--- config.mk ---
export PLATFORM = sky130hd
export DESIGN_NAME = rp_8bit_trace_cap
export DESIGN_NICKNAME = d
export VERILOG_FILES = /design/src/rtl/rp_8bit_trace_pkg.sv /design/src/rtl/rp_8bit_trace_fifo.sv /design/src/rtl/rp_8bit_trace_cap.sv
export SDC_FILE = /design/constraint.sdc
export NUM_CORES = 1
export LEC_CHECK = 0
export BUFFER_PORTS_ARGS = -buffer_cell sky130_fd_sc_hd__buf_2
export CAP_MARGIN = 40
export CORE_ASPECT_RATIO = 1.1
export CORE_MARGIN = 2
export CORE_UTILIZATION = 60
export CTS_CLUSTER_SIZE = 20
export DETAILED_ROUTE_END_ITERATION = 10
export PLACE_DENSITY = 0.89
export SLEW_MARGIN = 20
export SYNTH_ARGS = -nofsm -noshare
export SYNTH_HDL_FRONTEND = slang
export SYNTH_HIERARCHICAL = 1
export SYNTH_SLANG_ARGS = --single-unit
--- constraint.sdc ---
create_clock -name clk -period 15.07 [get_ports clk]
set_input_delay 0.7535 -clock clk [delete_from_list [all_inputs] [get_ports clk]]
set_output_delay 0.7535 -clock clk [all_outputs]
set_load 0.05 [all_outputs]
--- src/rtl/rp_8bit_trace_pkg.sv ---
`default_nettype none
// ============================================================================
// Module   : rp_8bit_trace_pkg
// Brief    : Trace record class encoding and opcode decode helpers for the
//            rp_8bit instruction trace capture block.
// Revision : 1.0 - initial release
// ============================================================================
package rp_8bit_trace_pkg;

    typedef enum logic [2:0] {
        OTHER = 3'd0,
        BRCH  = 3'd1,
        JMP   = 3'd2,
        CALL  = 3'd3,
        LDS   = 3'd4,
        STS   = 3'd5,
        RET   = 3'd6,
        UNDEF = 3'd7
    } trace_cls_t;

    // Common record payload; the top wraps it with its parametrised pc/ts fields.
    typedef struct packed {
        logic       lost;
        logic       len;
        trace_cls_t cls;
        logic [31:0] op;
    } trace_body_t;

    function automatic trace_cls_t classify(input logic [15:0] op);
        trace_cls_t cls;
        cls = OTHER;
        if (op == 16'hFFFF)
            cls = UNDEF;
        else if (op == 16'h9508 || op == 16'h9518)
            cls = RET;
        else if (op[15:9] == 7'b1001010 && op[3:2] == 2'b11)
            cls = op[1] ? CALL : JMP;
        else if (op[15:10] == 6'b100100 && op[3:0] == 4'b0000)
            cls = op[9] ? STS : LDS;
        else if (op[15:11] == 5'b11110 || op[15:13] == 3'b110)
            cls = BRCH;
        return cls;
    endfunction

    // Exactly the classes that carry a second (address) word.
    function automatic logic is_two_word(input logic [15:0] op);
        trace_cls_t cls;
        cls = classify(op);
        return (cls == JMP) || (cls == CALL) || (cls == LDS) || (cls == STS);
    endfunction

endpackage
`default_nettype wire

--- src/rtl/rp_8bit_trace_fifo.sv ---
`default_nettype none
// ============================================================================
// Module   : rp_8bit_trace_fifo
// Brief    : Generic synchronous FIFO with registered storage, fill level and
//            full/empty flags. Push while full is accepted only with a pop.
// Revision : 1.0 - initial release
// ============================================================================
module rp_8bit_trace_fifo #(
    parameter int DEPTH = 16,
    parameter int DW    = 8
) (
    input  logic                   clk,
    input  logic                   rst_n,
    input  logic                   i_push,
    input  logic [DW-1:0]          i_din,
    input  logic                   i_pop,
    output logic [DW-1:0]          o_dout,
    output logic                   o_full,
    output logic                   o_empty,
    output logic [$clog2(DEPTH):0] o_lvl
);

    localparam int              c_AW   = $clog2(DEPTH);
    localparam logic [c_AW:0]   c_FULL = (c_AW + 1)'(DEPTH);

    logic [DW-1:0]   r_mem [DEPTH];
    logic [c_AW-1:0] r_wr_ptr;
    logic [c_AW-1:0] r_rd_ptr;
    logic [c_AW:0]   r_lvl;
    logic            w_pop_fire;
    logic            w_push_fire;

    assign o_empty     = (r_lvl == '0);
    assign o_full      = (r_lvl == c_FULL);
    assign w_pop_fire  = i_pop & ~o_empty;
    // When full, the pop frees the head slot in the same edge the push reuses it.
    assign w_push_fire = i_push & (~o_full | w_pop_fire);

    always_ff @(posedge clk) begin
        if (!rst_n) begin
            r_wr_ptr <= '0;
            r_rd_ptr <= '0;
            r_lvl    <= '0;
        end else begin
            if (w_push_fire)
                r_wr_ptr <= r_wr_ptr + 1'b1;
            if (w_pop_fire)
                r_rd_ptr <= r_rd_ptr + 1'b1;
            if (w_push_fire && !w_pop_fire)
                r_lvl <= r_lvl + 1'b1;
            else if (w_pop_fire && !w_push_fire)
                r_lvl <= r_lvl - 1'b1;
        end
    end

    always_ff @(posedge clk) begin
        if (w_push_fire)
            r_mem[r_wr_ptr] <= i_din;
    end

    assign o_dout = r_mem[r_rd_ptr];
    assign o_lvl  = r_lvl;

endmodule
`default_nettype wire

--- src/rtl/rp_8bit_trace_cap.sv ---
`default_nettype none
// ============================================================================
// Module   : rp_8bit_trace_cap
// Brief    : Captures fetched rp_8bit words, joins two-word instructions into
//            classified trace records and queues them behind a valid/ready
//            stream with overflow accounting. Define RP_8BIT_TRACE_TS_EN to
//            add a cycle timestamp to every record (trc_ts port).
// Revision : 1.0 - initial release
// ============================================================================
module rp_8bit_trace_cap
    import rp_8bit_trace_pkg::*;
#(
    parameter int PAW   = 16,
    parameter int DEPTH = 16,
    parameter int CNT_W = 8
`ifdef RP_8BIT_TRACE_TS_EN
    ,
    parameter int TSW   = 32
`endif
) (
    input  logic                   clk,
    input  logic                   rst_n,
    input  logic                   en,
    input  logic                   fch_vld,
    input  logic [PAW-1:0]         fch_pc,
    input  logic [15:0]            fch_op,
    input  logic                   flush,
    output logic                   trc_vld,
    input  logic                   trc_rdy,
    output logic [PAW-1:0]         trc_pc,
    output logic [31:0]            trc_op,
    output logic                   trc_len,
    output logic [2:0]             trc_cls,
    output logic                   trc_lost,
`ifdef RP_8BIT_TRACE_TS_EN
    output logic [TSW-1:0]         trc_ts,
`endif
    output logic                   ovf,
    output logic [CNT_W-1:0]       drop_cnt,
    output logic [$clog2(DEPTH):0] lvl
);

    typedef struct packed {
`ifdef RP_8BIT_TRACE_TS_EN
        logic [TSW-1:0] ts;
`endif
        logic [PAW-1:0] pc;
        trace_body_t    body;
    } trace_rec_t;

    localparam int         c_RW       = $bits(trace_rec_t);
    localparam logic [0:0] c_S_IDLE   = 1'b0;
    localparam logic [0:0] c_S_SECOND = 1'b1;

    logic [0:0]       r_state;
    logic [0:0]       w_state_nxt;
    logic             w_take;
    logic             w_push;
    logic             w_latch;
    logic             w_full;
    logic             w_empty;
    logic             w_drop;
    logic             w_accept;
    trace_rec_t       w_rec;
    trace_rec_t       w_head;
    logic [c_RW-1:0]  w_head_bits;
    logic [PAW-1:0]   r_pc;
    logic [15:0]      r_w0;
    logic             r_lost_pend;
    logic             r_ovf;
    logic [CNT_W-1:0] r_drop_cnt;
`ifdef RP_8BIT_TRACE_TS_EN
    logic [TSW-1:0]   r_ts;
    logic [TSW-1:0]   r_ts_lat;
`endif

    assign w_take = en & fch_vld & ~flush;

    always_comb begin
        w_state_nxt       = r_state;
        w_push            = 1'b0;
        w_latch           = 1'b0;
        w_rec             = '0;
        w_rec.pc          = fch_pc;
        w_rec.body.op     = {16'h0000, fch_op};
        w_rec.body.len    = 1'b0;
        w_rec.body.cls    = classify(fch_op);
        w_rec.body.lost   = r_lost_pend;
`ifdef RP_8BIT_TRACE_TS_EN
        w_rec.ts          = r_ts;
`endif
        case (r_state)
            c_S_IDLE: begin
                if (w_take) begin
                    if (is_two_word(fch_op)) begin
                        w_latch     = 1'b1;
                        w_state_nxt = c_S_SECOND;
                    end else begin
                        w_push = 1'b1;
                    end
                end
            end
            c_S_SECOND: begin
                if (!en || flush) begin
                    w_state_nxt = c_S_IDLE;
                end else if (fch_vld) begin
                    w_push          = 1'b1;
                    w_rec.pc        = r_pc;
                    w_rec.body.op   = {fch_op, r_w0};
                    w_rec.body.len  = 1'b1;
                    w_rec.body.cls  = classify(r_w0);
`ifdef RP_8BIT_TRACE_TS_EN
                    w_rec.ts        = r_ts_lat;
`endif
                    w_state_nxt     = c_S_IDLE;
                end
            end
            default: w_state_nxt = c_S_IDLE;
        endcase
    end

    // A push is lost only when the FIFO is full and nothing leaves this cycle.
    assign w_drop   = w_push & w_full & ~(trc_rdy & ~w_empty);
    assign w_accept = w_push & ~w_drop;

    always_ff @(posedge clk) begin
        if (!rst_n) begin
            r_state     <= c_S_IDLE;
            r_lost_pend <= 1'b0;
            r_ovf       <= 1'b0;
            r_drop_cnt  <= '0;
        end else begin
            r_state <= w_state_nxt;
            if (w_drop) begin
                r_lost_pend <= 1'b1;
                r_ovf       <= 1'b1;
                if (~&r_drop_cnt)
                    r_drop_cnt <= r_drop_cnt + 1'b1;
            end else if (w_accept) begin
                r_lost_pend <= 1'b0;
            end
        end
    end

    always_ff @(posedge clk) begin
        if (w_latch) begin
            r_pc <= fch_pc;
            r_w0 <= fch_op;
        end
    end

`ifdef RP_8BIT_TRACE_TS_EN
    always_ff @(posedge clk) begin
        if (!rst_n)
            r_ts <= '0;
        else
            r_ts <= r_ts + 1'b1;
    end

    always_ff @(posedge clk) begin
        if (w_latch)
            r_ts_lat <= r_ts;
    end

    assign trc_ts = w_head.ts;
`endif

    rp_8bit_trace_fifo #(
        .DEPTH (DEPTH),
        .DW    (c_RW)
    ) u_fifo (
        .clk     (clk),
        .rst_n   (rst_n),
        .i_push  (w_push),
        .i_din   (w_rec),
        .i_pop   (trc_rdy),
        .o_dout  (w_head_bits),
        .o_full  (w_full),
        .o_empty (w_empty),
        .o_lvl   (lvl)
    );

    assign w_head   = w_head_bits;
    assign trc_vld  = ~w_empty;
    assign trc_pc   = w_head.pc;
    assign trc_op   = w_head.body.op;
    assign trc_len  = w_head.body.len;
    assign trc_cls  = w_head.body.cls;
    assign trc_lost = w_head.body.lost;
    assign ovf      = r_ovf;
    assign drop_cnt = r_drop_cnt;

endmodule
`default_nettype wire

==> summary.txt, run 1 <==
WORST SETUP PATH
-----------------------------------------------------------------------------------------------------
Arrival time worst endpoint                                                                   3.66 ns
Cell-by-cell trace of the critical path                                                  buf_12, buf_16, mux4_2, a22oi_1, nand2_1, buf_2
Maximum net fanout on the critical path                                                            71
Library cell contributing the largest single delay on the critical path                  sky130_fd_sc_hd__dfxtp_4
Req. time, crit path                                                                         14.32 ns
Sort of element at the start of the critical path                                            register
Crit path kind                                                                           register to output pin
Crit path capture type                                                                     output pin
Largest stage delay, worst path                                                               0.76 ns

ROUTE
-----------------------------------------------------------------------------------------------------
Ratio of routed vias to standard cells                                                          7.307
Number of vias in the routed layout                                                             19380
Post-route ant nets                                                                                 0
Post-detailed-route wirelength per cell                                                  34.94 microns
Pre-antenna DRT Iters                                                                               6
Final routed DRC violation total                                                                    0
Detailed router's first-iteration violation count                                                3564
Total length of routed wires                                                                 92.66 mm

PLACE
-----------------------------------------------------------------------------------------------------
Number of port buffers                                                                            105
Placed wire-length estimate after detailed placement                                         45.94 mm
Placed Area                                                                               36920 sq um
GPL Wtd Cong                                                                                   0.8908
# placed instances                                                                               2498

CLOCK TREE
-----------------------------------------------------------------------------------------------------
H-Tree Level Count                                                                                  3
Clock sink count                                                                                  908
CTS root buf                                                                             sky130_fd_sc_hd__clkbuf_16
Clock latency on the worst-skew pair                                                          0.64 ns
Count of instances resized after the clock tree is built                                            0
Setup fix buffers added after clock tree synthesis                                                  0
Hold_buf cts                                                                                        0
Num CTS Buffers                                                                                    82
CTS tree                                                                                         done
Bufs on Longest Clock Path                                                                          3
Reg clk slew, reported paths                                                                  0.06 ns

GLOBAL ROUTING
-----------------------------------------------------------------------------------------------------
Via count of the first global-routing pass                                                      19730
Wire length of the first global-routing pass                                                 133.9 mm
Largest net degree at the start of global routing                                                 132
Total congestion overflow after global routing                                                      0
Antenna violations before repair                                                                    3
Global-route usage over all layers                                                             31.37%

TIMING
-----------------------------------------------------------------------------------------------------
Transition time of the tightest slew-check pin                                              0.8496 ns
Min Clock Period, post-route                                                                 4.412 ns
Layout Skew                                                                                0.02005 ns
Number of pins exceeding their max-slew limit in the final report                                   0
Unrepaired setup endpoints after global routing                                                 false
Final Hold Vio Count                                                                                0
Crit share post-route                                                                          29.28%
Max frequency                                                                              0.2267 GHz
Worst hold margin                                                                           0.3181 ns
Max-Slew Margin vs Limit                                                                       43.02%
Summed negative setup slack over all endpoints                                                   0 ns
Final Setup Violations                                                                              0

FLOORPLANNING
-----------------------------------------------------------------------------------------------------
Chip width                                                                               234.1 microns
Die height                                                                               257.1 microns
Effective utilization at floorplan                                                             60.83%
I/O pin total                                                                                     106
Site Rows                                                                                          92
Area of the die                                                                           60180 sq um
Placeable Area                                                                            57440 sq um

MIN PATH
-----------------------------------------------------------------------------------------------------
Class of the tightest hold or removal check                                              primary input to register

SYNTHESIS
-----------------------------------------------------------------------------------------------------
Fraction of synthesis flops using an asynchronous set or reset pin                                 0%
Synth Area in Compound Gates                                                                   3.262%
Top cell type by total area after synthesis                                              sky130_fd_sc_hd__edfxtp_1
Most area-consuming cells after synthesis                                                sky130_fd_sc_hd__edfxtp_1, sky130_fd_sc_hd__mux4_2, sky130_fd_sc_hd__a22oi_1
Count of flip-flops with a built-in enable after synthesis                                        880
Synth Cell Area                                                                           34940 sq um
Distinct cell type count after synthesis                                                           60
Sequential-to-total area share from yosys stat                                                 77.23%
Number of instances in the synthesized netlist                                                   1678
Dominant register cell in the synthesized netlist                                        sky130_fd_sc_hd__edfxtp_1
Xor-xnor portion of the synthesized cell area                                                 0.1504%
Ys Warns                                                                                            6
Main combinational cell family by area after synthesis                                   multiplexers
Average cell area after synthesis                                                         20.82 sq um
Post-synthesis share of cell area spent on full adders, half adders and majority gates        0.4154%
Fraction of synthesized cell area taken by the top area cell type                              75.63%
Register bit count reported by yosys                                                              908
Post-synthesis simple-gate area fraction                                                       3.849%
Share of synthesized area spent on multiplexers                                                13.89%
Post-Synthesis Net Count                                                                         1727

PWR
-----------------------------------------------------------------------------------------------------
Switching component of the power                                                             1.511 mW
Register share of total power                                                                   48.4%
Combinational share of power                                                                    16.0%
Internal Power                                                                               4.271 mW
Peak VDD IR                                                                               0.0001376 V
Static leakage                                                                               13.18 nW
Power, Total                                                                                 5.782 mW
Part of the total power dissipated in the clock network                                         35.6%
Areal power density over the cells                                                       146.1 nW/um^2
Switch share                                                                                   26.13%

RUN STATUS
-----------------------------------------------------------------------------------------------------
Run status                                                                               finished, final reports clean

CELLS AND AREA
-----------------------------------------------------------------------------------------------------
Area growth, synth to finish                                                                   13.23%
Combined area of the multi-input logic cells                                               7671 sq um
FF/Latch Area                                                                             26990 sq um
Commonest cells after routing, fill and taps aside                                       sky130_fd_sc_hd__edfxtp_1, sky130_fd_sc_hd__mux4_2, sky130_fd_sc_hd__nand2_1, sky130_fd_sc_hd__a22oi_1, sky130_fd_sc_hd__buf_2
Share of post-route cells with drive strength above 1                                          27.80%
Final Net Count                                                                                  1884
Layout fillers                                                                                   3043
Number of standard cells in the final layout excluding fillers                                   2652
Most common library cell in the layout ignoring fill and taps                            sky130_fd_sc_hd__edfxtp_1
Final Cell Area                                                                           39560 sq um

RUN
-----------------------------------------------------------------------------------------------------
Number of maximum-capacitance violations                                                            0

[cells in the mapped netlist (2+ instances only)]
master	count
sky130_fd_sc_hd__buf_4	2
sky130_fd_sc_hd__buf_1	6
sky130_fd_sc_hd__o21a_1	6
sky130_fd_sc_hd__dfxtp_1	28
sky130_fd_sc_hd__mux4_2	212
sky130_fd_sc_hd__and3_2	5
sky130_fd_sc_hd__nor4_1	2
sky130_fd_sc_hd__clkbuf_1	56
sky130_fd_sc_hd__xnor2_1	6
sky130_fd_sc_hd__or4_1	5
sky130_fd_sc_hd__nor2_1	23
sky130_fd_sc_hd__mux2i_1	8
sky130_fd_sc_hd__a211oi_1	2
sky130_fd_sc_hd__nor3_1	7
sky130_fd_sc_hd__or4_4	2
sky130_fd_sc_hd__o21ai_0	3
sky130_fd_sc_hd__nand3_1	19
sky130_fd_sc_hd__nand2_1	166
sky130_fd_sc_hd__buf_2	22
sky130_fd_sc_hd__o31ai_1	2
sky130_fd_sc_hd__nand4_1	5
sky130_fd_sc_hd__a21oi_1	5
sky130_fd_sc_hd__nand4b_1	2
sky130_fd_sc_hd__edfxtp_1	880
sky130_fd_sc_hd__and2_1	10
sky130_fd_sc_hd__inv_1	7
sky130_fd_sc_hd__nor4b_1	2
sky130_fd_sc_hd__a22oi_1	109
sky130_fd_sc_hd__ha_1	10
sky130_fd_sc_hd__or3_1	6
sky130_fd_sc_hd__nand2b_1	5
sky130_fd_sc_hd__and3_1	18
sky130_fd_sc_hd__a21boi_0	6
sky130_fd_sc_hd__nor2b_1	5
[cells by family (layout without fill, tap and decap cells)]
family / after synthesis / count (layout)
flip-flops: 908 / 908
AND/OR/NAND/NOR: 288 / 288
multiplexers: 220 / 220
AO/OA/AOI/OAI: 147 / 147
buffers and inverters: 98 / 319
adder cells (fa/ha/maj): 11 / 11
XOR/XNOR: 6 / 6
other: 0 / 1
[final timing paths]
check	cells past startpoint	start	slack (ns)	to
setup / recovery	6	register	10.66	trc_pc[0]
hold / removal	1	fch_pc[15]	0.32	r_pc[15]
setup reg to reg	6	r_state	11.06	u_fifo/r_mem[10][18]
hold reg to reg	1	ovf	0.47	ovf
[routing by layer]
metal  vias up  part of all wire, %  wire (microns)  global-route usage [%]
met4         2                  4.7            4316                   14.61
met1      9692                   33           30180                   41.86
li1       7279                    -               -                       -
met3       351                   13           12330                   7.458
met2      2053                   49           45810                   49.52
met5         -                0.014              13                       0
[flip-flops by register name, summed over array words and instances (netlist names), named ones only]
| signal | flops |
|---|---|
| u_fifo/o_lvl | 5 |
| r_w0 | 16 |
| u_fifo/r_wr_ptr | 4 |
| drop_cnt | 8 |
| u_fifo/r_mem | 848 |
| r_lost_pend | 1 |
| r_pc | 16 |
| r_state | 1 |
| ovf | 1 |
| u_fifo/r_rd_ptr | 4 |
[area by class of cell]
class,count,area share (%)
multi-input cells,672,19.39
flip-flops and latches,908,68.23
clock inverters,46,0.8981
clock buffers,102,5.645
well taps,752,2.378
repair buffers,162,3.371
inverters,9,0.08539
diodes,1,0.006325
[worst max-delay path, delay by kind of cell (launching register included)]
family	cells	cell delay [ns]
AND/OR/NAND/NOR	1	0.14
multiplexers	1	0.61
flip-flops	1	0.76
buffers and inverters	3	1.21
AO/OA/AOI/OAI	1	0.23
[metrics by stage]
step           worst slack, ns  utilization [%]
2_1_floorplan            9.052                -
5_1_grt                  10.38            68.88
3_3_place_gp             10.89            63.37
6_report                 10.66            68.88
4_1_cts                  10.58            68.78
3_5_place_dp             10.82            64.27
[power by group through the flow]
stage / Sequential (mW) / Clock (mW) / Combinational [mW]
after global routing: 2.80 / 2.14 / 0.970
after CTS: 2.80 / 2.06 / 0.919
final: 2.80 / 2.06 / 0.925
after global placement: 2.87 / 0 / 0.849
after floorplan: 2.84 / 0 / 0.706
after detailed placement: 2.86 / 0 / 0.900
Power figures use the tool's default switching activity.
==> run 2, diff against run 1 <==
==> constraint.sdc (replaced) <==
create_clock -name clk -period 4.15 [get_ports clk]
set_input_delay 0.2075 -clock clk [delete_from_list [all_inputs] [get_ports clk]]
set_output_delay 0.2075 -clock clk [all_outputs]
set_load 0.05 [all_outputs]
==> summary.txt, run 2 (synthesis gave the netlist of run 1 again) <==
WORST SETUP PATH
--------------------------------------------------------------------------------------
Library cell contributing the largest single delay on the critical path   sky130_fd_sc_hd__or4b_2
Cell occurring most often along the worst timing path                     sky130_fd_sc_hd__ha_1
Cell-by-cell trace of the critical path                                   dlygate4sd3_1, buf_2, or4_4, o22ai_2, and2_1, nor2_1, o31ai_4, inv_2, ha_1, inv_1, ha_1, a21o_1, a21oi_1, or4b_2, nand3_1
Largest stage delay, worst path                                                0.61 ns
Maximum net fanout on the critical path                                             11
Crit path capture type                                                        register
Family of cells with the greatest summed delay on the critical path       simple AND/OR/NAND/NOR gates
Sort of element at the start of the critical path                         primary input
Number of buffer and inverter stages on the critical path                            4
Req. time, crit path                                                           4.72 ns
Crit path kind                                                            primary input to register
Arrival time worst endpoint                                                    4.15 ns

CLOCK TREE
--------------------------------------------------------------------------------------
CTS tree                                                                          done
Bufs on Longest Clock Path                                                           3
Count of instances resized after the clock tree is built                             0
Num CTS Buffers                                                                     86
Clock latency on the worst-skew pair                                           0.64 ns
CTS root buf                                                              sky130_fd_sc_hd__clkbuf_16
Reg clk slew, reported paths                                                   0.07 ns
Clock sink count                                                                   908
H-Tree Level Count                                                                   3

TIMING
--------------------------------------------------------------------------------------
Max frequency                                                               0.2791 GHz
Min Clock Period, post-route                                                  3.584 ns
Worst hold margin                                                           0.02428 ns
Number of pins exceeding their max-slew limit in the final report                    0
Final Hold Vio Count                                                                 0
Transition time of the tightest slew-check pin                               0.8772 ns
Layout Skew                                                                 0.03239 ns
Crit share post-route                                                           86.35%
Summed negative setup slack over all endpoints                                    0 ns
Max-Slew Margin vs Limit                                                        41.52%
Unrepaired setup endpoints after global routing                                  false
Final Setup Violations                                                               0

GLOBAL ROUTING
--------------------------------------------------------------------------------------
Largest net degree at the start of global routing                                   81
Antenna violations before repair                                                     5
Wire length of the first global-routing pass                                  141.6 mm
Via count of the first global-routing pass                                       20250
Global-route usage over all layers                                              33.47%
Total congestion overflow after global routing                                       0

PWR
--------------------------------------------------------------------------------------
Areal power density over the cells                                        541.7 nW/um^2
Power, Total                                                                  21.64 mW
Static leakage                                                                13.31 nW
Peak VDD IR                                                                0.0003787 V

PLACE
--------------------------------------------------------------------------------------
Number of port buffers                                                             105
GPL Wtd Cong                                                                    0.8890
Placed wire-length estimate after detailed placement                          44.88 mm
Placed Area                                                                36760 sq um

ROUTE
--------------------------------------------------------------------------------------
Number of vias in the routed layout                                              19850
Post-route ant nets                                                                  0
Ratio of routed vias to standard cells                                           7.381
Pre-antenna DRT Iters                                                                7
Total length of routed wires                                                  98.70 mm
Post-detailed-route wirelength per cell                                   36.69 microns
Detailed router's first-iteration violation count                                 3224
Final routed DRC violation total                                                     0

CELLS AND AREA
--------------------------------------------------------------------------------------
Most common library cell in the layout ignoring fill and taps             sky130_fd_sc_hd__edfxtp_1
Largest registers                                                         u_fifo/r_mem: 848 flops, r_pc: 16 flops, r_w0: 16 flops
Share of post-route cells with drive strength above 1                           27.40%
Register bank with the most flops                                         u_fifo/r_mem
Flip-flop count of the largest register, all copies and words added                848
Util after Layout                                                               69.55%
Area growth, synth to finish                                                    14.34%
Commonest cells after routing, fill and taps aside                        sky130_fd_sc_hd__edfxtp_1, sky130_fd_sc_hd__mux4_2, sky130_fd_sc_hd__nand2_1, sky130_fd_sc_hd__a22oi_1, sky130_fd_sc_hd__buf_2
Final Net Count                                                                   1913
Final Cell Area                                                            39950 sq um

FLOORPLANNING
--------------------------------------------------------------------------------------
Effective utilization at floorplan                                              60.83%
Chip width                                                                234.1 microns
Site Rows                                                                           92
Die height                                                                257.1 microns
Placeable Area                                                             57440 sq um
Area of the die                                                            60180 sq um
I/O pin total                                                                      106

RUN STATUS
--------------------------------------------------------------------------------------
Run status                                                                finished, final reports clean

RUN
--------------------------------------------------------------------------------------
Number of maximum-capacitance violations                                             0

MIN PATH
--------------------------------------------------------------------------------------
Class of the tightest hold or removal check                               primary input to register

[run 2: cell types whose count changed in the layout (fill, tap and decap cells not counted), moves of 4 or more]
| cell | delta |
|---|---|
| sky130_fd_sc_hd__dlygate4sd3_1 | +32 |
| sky130_fd_sc_hd__bufinv_16 | +4 |
| sky130_fd_sc_hd__buf_16 | -10 |
| sky130_fd_sc_hd__clkbuf_8 | +4 |
| sky130_fd_sc_hd__clkinv_2 | -6 |
| sky130_fd_sc_hd__buf_4 | +4 |
| sky130_fd_sc_hd__nor3_2 | -4 |
| sky130_fd_sc_hd__nor3_4 | +4 |
[run 2: layout make-up]
class,instances,area [sq um]
flip-flops and latches,908,26990
fillers,3053,17490
multi-input cells,672,7701
well taps,752,940.9
inverters,9,33.78
clock buffers,109,2342
repair buffers,187,1444
diodes,4,10.01
clock inverters,49,486.7
[run 2: path summary, 6_finish.rpt]
path         cells past startpoint            endpoint  slack, ns  startpoint
max                             15     u_fifo/o_lvl[3]       0.57   fch_op[3]
min                              2             r_state       0.02       flush
max reg2reg                      7  u_fifo/r_mem[0][8]       0.78     r_state
min reg2reg                      1                 ovf       0.47         ovf
[run 2: routing by layer]
layer  global-route usage, %  vias up  part of all wire (%)
met1                   42.78     9918                    32
met2                   52.52     2121                    48
met3                   9.054      472                    13
met4                   18.62        6                   6.7
li1                        -     7337                     -
met5                       0        -                 0.033
[run 2: timing repair]
item                      4_1_cts  5_1_grt
hold endpoints to repair       32        0
setup buffers                   0        0
hold buffers                   32        0
[run 2: power by group]
part	switching [mW]	internal, mW	total (mW)
Clock	3.49	4.57	8.06
Combinational	2.05	1.33	3.38
Sequential	0.144	10.1	10.2
Total	5.69	16.0	21.6
[run 2: through the flow]
| stage | instances | setup slack, ns |
|---|---|---|
| 5_1_grt | 2687 | 0.3880 |
| 6_report | 2690 | 0.5664 |
| 3_5_place_dp | 2495 | 0.5858 |
| 3_3_place_gp | 2493 | 0.6667 |
| 4_1_cts | 2685 | 0.6562 |
| 2_1_floorplan | 1678 | 0.03665 |
